<file path="config.mk">
export PLATFORM = sky130hd
export DESIGN_NAME = enc10_rr_flat
export DESIGN_NICKNAME = d
export VERILOG_FILES = /design/src/rtl/enc10_rr_if.sv /design/src/rtl/enc10_rr.sv /design/src/flat_wrapper.sv
export SDC_FILE = /design/constraint.sdc
export NUM_CORES = 1
export LEC_CHECK = 0
export BUFFER_PORTS_ARGS = -buffer_cell sky130_fd_sc_hd__buf_2
export CORE_MARGIN = 2
export CORE_UTILIZATION = 30
export CTS_CLUSTER_DIAMETER = 50
export DETAILED_ROUTE_END_ITERATION = 8
export PLACE_DENSITY = 0.44
export SYNTH_ARGS = -nofsm -noshare
export SYNTH_HDL_FRONTEND = slang
export SYNTH_SLANG_ARGS = --single-unit
export TNS_END_PERCENT = 1
</file>
<file path="constraint.sdc">
create_clock -name i_clk -period 3.3 [get_ports i_clk]
set_input_delay 0.495 -clock i_clk [delete_from_list [all_inputs] [get_ports i_clk]]
set_output_delay 0.495 -clock i_clk [all_outputs]
set_load 0.03 [all_outputs]
</file>
<file path="src/rtl/enc10_rr_if.sv">
// Request/grant bus for the 10-line request encoder: request lines and ack in,
// presented channel code, valid and any-pending out.
interface enc10_rr_if;
  logic [9:0] a;
  logic       ack;
  logic [3:0] q;
  logic       vld;
  logic       any;

  modport master (output a, ack, input q, vld, any);
  modport slave  (input a, ack, output q, vld, any);
endinterface

</file>
<file path="src/rtl/enc10_rr.sv">
// Registered 10-line request encoder: captures request events into a pending set
// and presents one channel code at a time with a valid/ack handshake.
module enc10_rr #(
  parameter bit EDGE = 1'b1,
  parameter bit MODE = 1'b0
) (
  input  logic         i_clk,
  input  logic         i_rst_n,
  enc10_rr_if.slave    bus
);

  logic [9:0] r_s;
  logic [9:0] r_p;
  logic [3:0] r_c;
  logic       r_vld;
  logic [3:0] r_r;

  logic [9:0] w_evt;
  logic [9:0] w_clr;
  logic [9:0] w_mask;
  logic [3:0] w_base;
  logic [4:0] w_idx;
  logic [3:0] w_win;
  logic       w_found;
  logic       w_serve;

  assign w_serve = bus.ack & r_vld;
  assign w_evt   = EDGE ? (bus.a & ~r_s) : bus.a;

  genvar gi;
  generate
    for (gi = 0; gi < 10; gi++) begin : g_clr
      assign w_clr[gi] = w_serve & (r_c == 4'(gi));
    end
  endgenerate

  // The channel being served this cycle is excluded so a fresh grant can follow at once.
  assign w_mask = r_p & ~w_clr;
  assign w_base = MODE ? r_r : 4'd0;

  always_comb begin
    w_found = 1'b0;
    w_win   = 4'd0;
    w_idx   = 5'd0;
    for (int k = 0; k < 10; k++) begin
      w_idx = {1'b0, w_base} + 5'(k);
      if (w_idx >= 5'd10) begin
        w_idx = w_idx - 5'd10;
      end
      if (!w_found && w_mask[w_idx[3:0]]) begin
        w_found = 1'b1;
        w_win   = w_idx[3:0];
      end
    end
  end

  always_ff @(posedge i_clk or negedge i_rst_n) begin
    if (!i_rst_n) begin
      r_s   <= '0;
      r_p   <= '0;
      r_c   <= '0;
      r_vld <= 1'b0;
      r_r   <= '0;
    end else begin
      r_s <= bus.a;
      // A new event on the served channel outranks its clear.
      r_p <= w_evt | (r_p & ~w_clr);
      if (!r_vld || bus.ack) begin
        if (w_found) begin
          r_c   <= w_win;
          r_vld <= 1'b1;
        end else begin
          r_vld <= 1'b0;
        end
      end
      if (w_serve) begin
        r_r <= (r_c == 4'd9) ? 4'd0 : r_c + 4'd1;
      end
    end
  end

  assign bus.q   = r_c;
  assign bus.vld = r_vld;
  assign bus.any = |r_p;

endmodule

</file>
<file path="src/flat_wrapper.sv">
// flat-port wrapper written by rule: the top's interface ports become plain ports
module enc10_rr_flat 
#(
  parameter bit EDGE = 1'b1,
  parameter bit MODE = 1'b0
)
  (i_clk, i_rst_n, bus_a, bus_ack, bus_q, bus_vld, bus_any);
  enc10_rr_if bus_i ();
  input  logic i_clk;
  input  logic i_rst_n;
  input wire logic [$bits(bus_i.a)-1:0] bus_a;
  input wire logic [$bits(bus_i.ack)-1:0] bus_ack;
  output wire logic [$bits(bus_i.q)-1:0] bus_q;
  output wire logic [$bits(bus_i.vld)-1:0] bus_vld;
  output wire logic [$bits(bus_i.any)-1:0] bus_any;
  assign bus_i.a = bus_a;
  assign bus_i.ack = bus_ack;
  assign bus_q = bus_i.q;
  assign bus_vld = bus_i.vld;
  assign bus_any = bus_i.any;
  enc10_rr #(.EDGE(EDGE), .MODE(MODE)) u_core (.i_clk(i_clk), .i_rst_n(i_rst_n), .bus(bus_i));
endmodule
</file>
==> flow_metrics.env <==
export IMPL_fmax_ghz=0.449
export IMPL_cts_sinks=25
export IMPL_grt_setup_unrepaired="no"
export IMPL_ctsRootBufferMaster="clkbuf_8"
export IMPL_path_clk_slew_ps=90
export IMPL_path_max_fanout=15
export IMPL_synth_nets=137
export IMPL_wl_per_cell_um=14.4
export IMPL_required_ps=3470
export IMPL_nNetsFinal=157
export IMPL_synth_warnings=0
export IMPL_hold_class="in2async"
export IMPL_crit_path_start_kind="flop"
export IMPL_dpl_hpwl_um=2030
export IMPL_grt_max_degree=26
export IMPL_synthFlopType="dfrtp_1"
export IMPL_ir_worst_vdd_mv=0.168
export IMPL_relSlewSlack=0.605
export IMPL_cts_resized=0
export IMPL_async_flop_share=1.00
export IMPL_dr_first_iter_drc_count=69
export IMPL_ys_ff_latch=25
export IMPL_die_h_um=68.8
export IMPL_synthCells=124
export IMPL_yosysUniqueCellTypes=41
export IMPL_grt_usage=0.133
export IMPL_clock_path_buffers=2
export IMPL_gp_congestion=0.788
export IMPL_numCtsBuffers=3
export IMPL_grt_pass1_vias=991
export IMPL_synth_simple_gate_area_frac=0.173
export IMPL_antenna_found_initial=0
export IMPL_drtPass1Iterations=4
export IMPL_io_buffers=18
export IMPL_num_vias=1048
export IMPL_fill_cells=434
export IMPL_synthAdderAreaFrac=0
export IMPL_critPathKind="reg2reg"
export IMPL_synth_top_family_by_area="compound AO/OA/AOI/OAI gates"
export IMPL_antennaDiodeCount=0
export IMPL_finClkSkew_ps=6.74
export IMPL_seq_area_frac_synth=0.497
export IMPL_synth_xor_area_frac=0
export IMPL_grt_pass1_wl_um=4590
export IMPL_p_per_area_mw_per_mm2=529
export IMPL_hold_buffers=0
export IMPL_cts_htree_levels=1
export IMPL_drive_gt1_frac=0.224
export IMPL_worstMarginPinSlew_ps=592
export IMPL_fin_tns_setup_ps=0
export IMPL_cts_setup_buffers=0
export IMPL_die_area_mm2=0.00473
export IMPL_worst_endpoint_arrival_ps=2390
export IMPL_routed_via_density=5.43
export IMPL_clk_latency_ps=270
export IMPL_ant_nets=0
export IMPL_muxShareOfSynthArea=0.0298
export IMPL_hold_viol_final=0
export IMPL_start_util=0.312
export IMPL_synth_compound_area_frac=0.245
export IMPL_final_util=0.358
export IMPL_top_level_ports=19
export IMPL_cts_tree="yes"
export IMPL_areaGrowthSynthToFinish_pct=14.7
export IMPL_power_leakage_nw=0.595
export IMPL_synth_area_mm2=0.00126
export IMPL_regArea_um2=626
export IMPL_drc=0
export IMPL_multi_input_area_um2=563
export IMPL_fin_crit_sh=0.675
export IMPL_maxCapViolCount=0
export IMPL_synth_edf_count=0
export IMPL_final_setup_viol_count=0
export IMPL_status="finished clean"
export IMPL_placementRows=23
export IMPL_worst_setup_path_end_kind="flop"
export IMPL_wl_um=2780
export IMPL_drv_slew=0
export IMPL_min_period_ps=2230
export IMPL_rrSetupSlack_ps=1070
export IMPL_coreArea_mm2=0.00403
export IMPL_gr_total_overflow=0
export IMPL_dieWidth_um=68.8
export IMPL_synth_avg_cell_area_um2=10.2
==> cell usage in the layout, fill, tap and decap left out, types with 2 or more instances in the layout <==
master / count
dfrtp_1: 25
buf_2: 18
o21ai_0: 17
inv_1: 14
nor2_1: 5
a21oi_1: 5
nand2_1: 4
a21o_1: 4
or2_2: 3
nand3_1: 3
clkbuf_8: 3
nand4b_1: 2
o22ai_1: 2
nand2b_1: 2
a31oi_1: 2
nor4_1: 2
nor3_1: 2
o32a_1: 2
nor2b_1: 2
mux2_1: 2
o32ai_1: 2
o211ai_1: 2
==> registers in the layout, summed over array words and instances (netlist names) <==
signal / flops
u_core.bus.q: 4
u_core.bus.vld: 1
u_core.r_p: 10
u_core.r_s: 10
==> cell type report <==
type,instances,area share
multi-input cells,81,0.390
well taps,50,0.0433
clock buffers,3,0.0286
clock inverters,1,0.00347
repair buffers,18,0.0624
flip-flops and latches,25,0.433
inverters,15,0.0390
==> metal layers <==
layer,track usage,vias up,wire [um]
met5,0,-,0
met4,0.0417,0,33
met1,0.181,512,1280
met3,0.0260,5,180
met2,0.213,34,1290
li1,-,497,-
==> critical path, stage by stage, from the launching register on <==
cell	delay, ps
dfrtp_1	660
mux2_4	350
or4b_4	490
a211oi_2	300
a221oi_1	130
a21o_1	170
==> per-stage QoR <==
step / power (mW) / setup WS, ps / cells / area [um^2] / hold WS (ps)
after CTS: 0.773 / 1090 / 193 / 1440 / 231
after global placement: 0.582 / 1160 / 189 / 1400 / 403
after detailed placement: 0.583 / 1120 / 189 / 1400 / 407
after global routing: 0.810 / 996 / 193 / 1440 / 242
after floorplan: 0.525 / 1260 / 124 / 1260 / 199
final: 0.764 / 1070 / 193 / 1440 / 202
==> synthesized netlist by cell type (all sizes together) (3+ instances only) <==
cell type,count,area [um^2]
or2,3,18.8
a21o,4,30.0
a21oi,5,25.0
buf,3,13.8
nand3,3,15.0
dfrtp,25,626
nand2,4,15.0
o21ai,18,90.1
mux2,3,37.5
nor2,5,18.8
inv,15,56.3
==> power by group <==
part	internal, mW	total (mW)	switching [mW]
combinational	0.0706	0.172	0.102
clock	0.0846	0.188	0.103
sequential	0.340	0.404	0.0642
==> path summary, 6_finish.rpt <==
| kind | start | endpoint | cells after the start |
|---|---|---|---|
| setup / recovery | u_core.bus.q[0]$_DFFE_PN0P_ | u_core.bus.q[1]$_DFFE_PN0P_ | 5 |
| hold / removal | i_rst_n | u_core.r_s[0]$_DFF_PN0_ | 1 |
| setup reg to reg | u_core.bus.q[0]$_DFFE_PN0P_ | u_core.bus.q[1]$_DFFE_PN0P_ | 5 |
| hold reg to reg | u_core.r_s[8]$_DFF_PN0_ | u_core.r_p[8]$_DFF_PN0_ | 1 |
| max in group asynchronous | i_rst_n | u_core.bus.q[1]$_DFFE_PN0P_ | 1 |
| min in group i_clk | bus_a[8] | u_core.r_s[8]$_DFF_PN0_ | 1 |
==> logic make-up after synthesis <==
| kind of cell | after synthesis |
|---|---|
| compound gates | 45 |
| mux | 3 |
| simple gates | 33 |
| flops | 25 |
| buf+inv | 18 |
No activity file was read; power rests on OpenSTA's default activity.
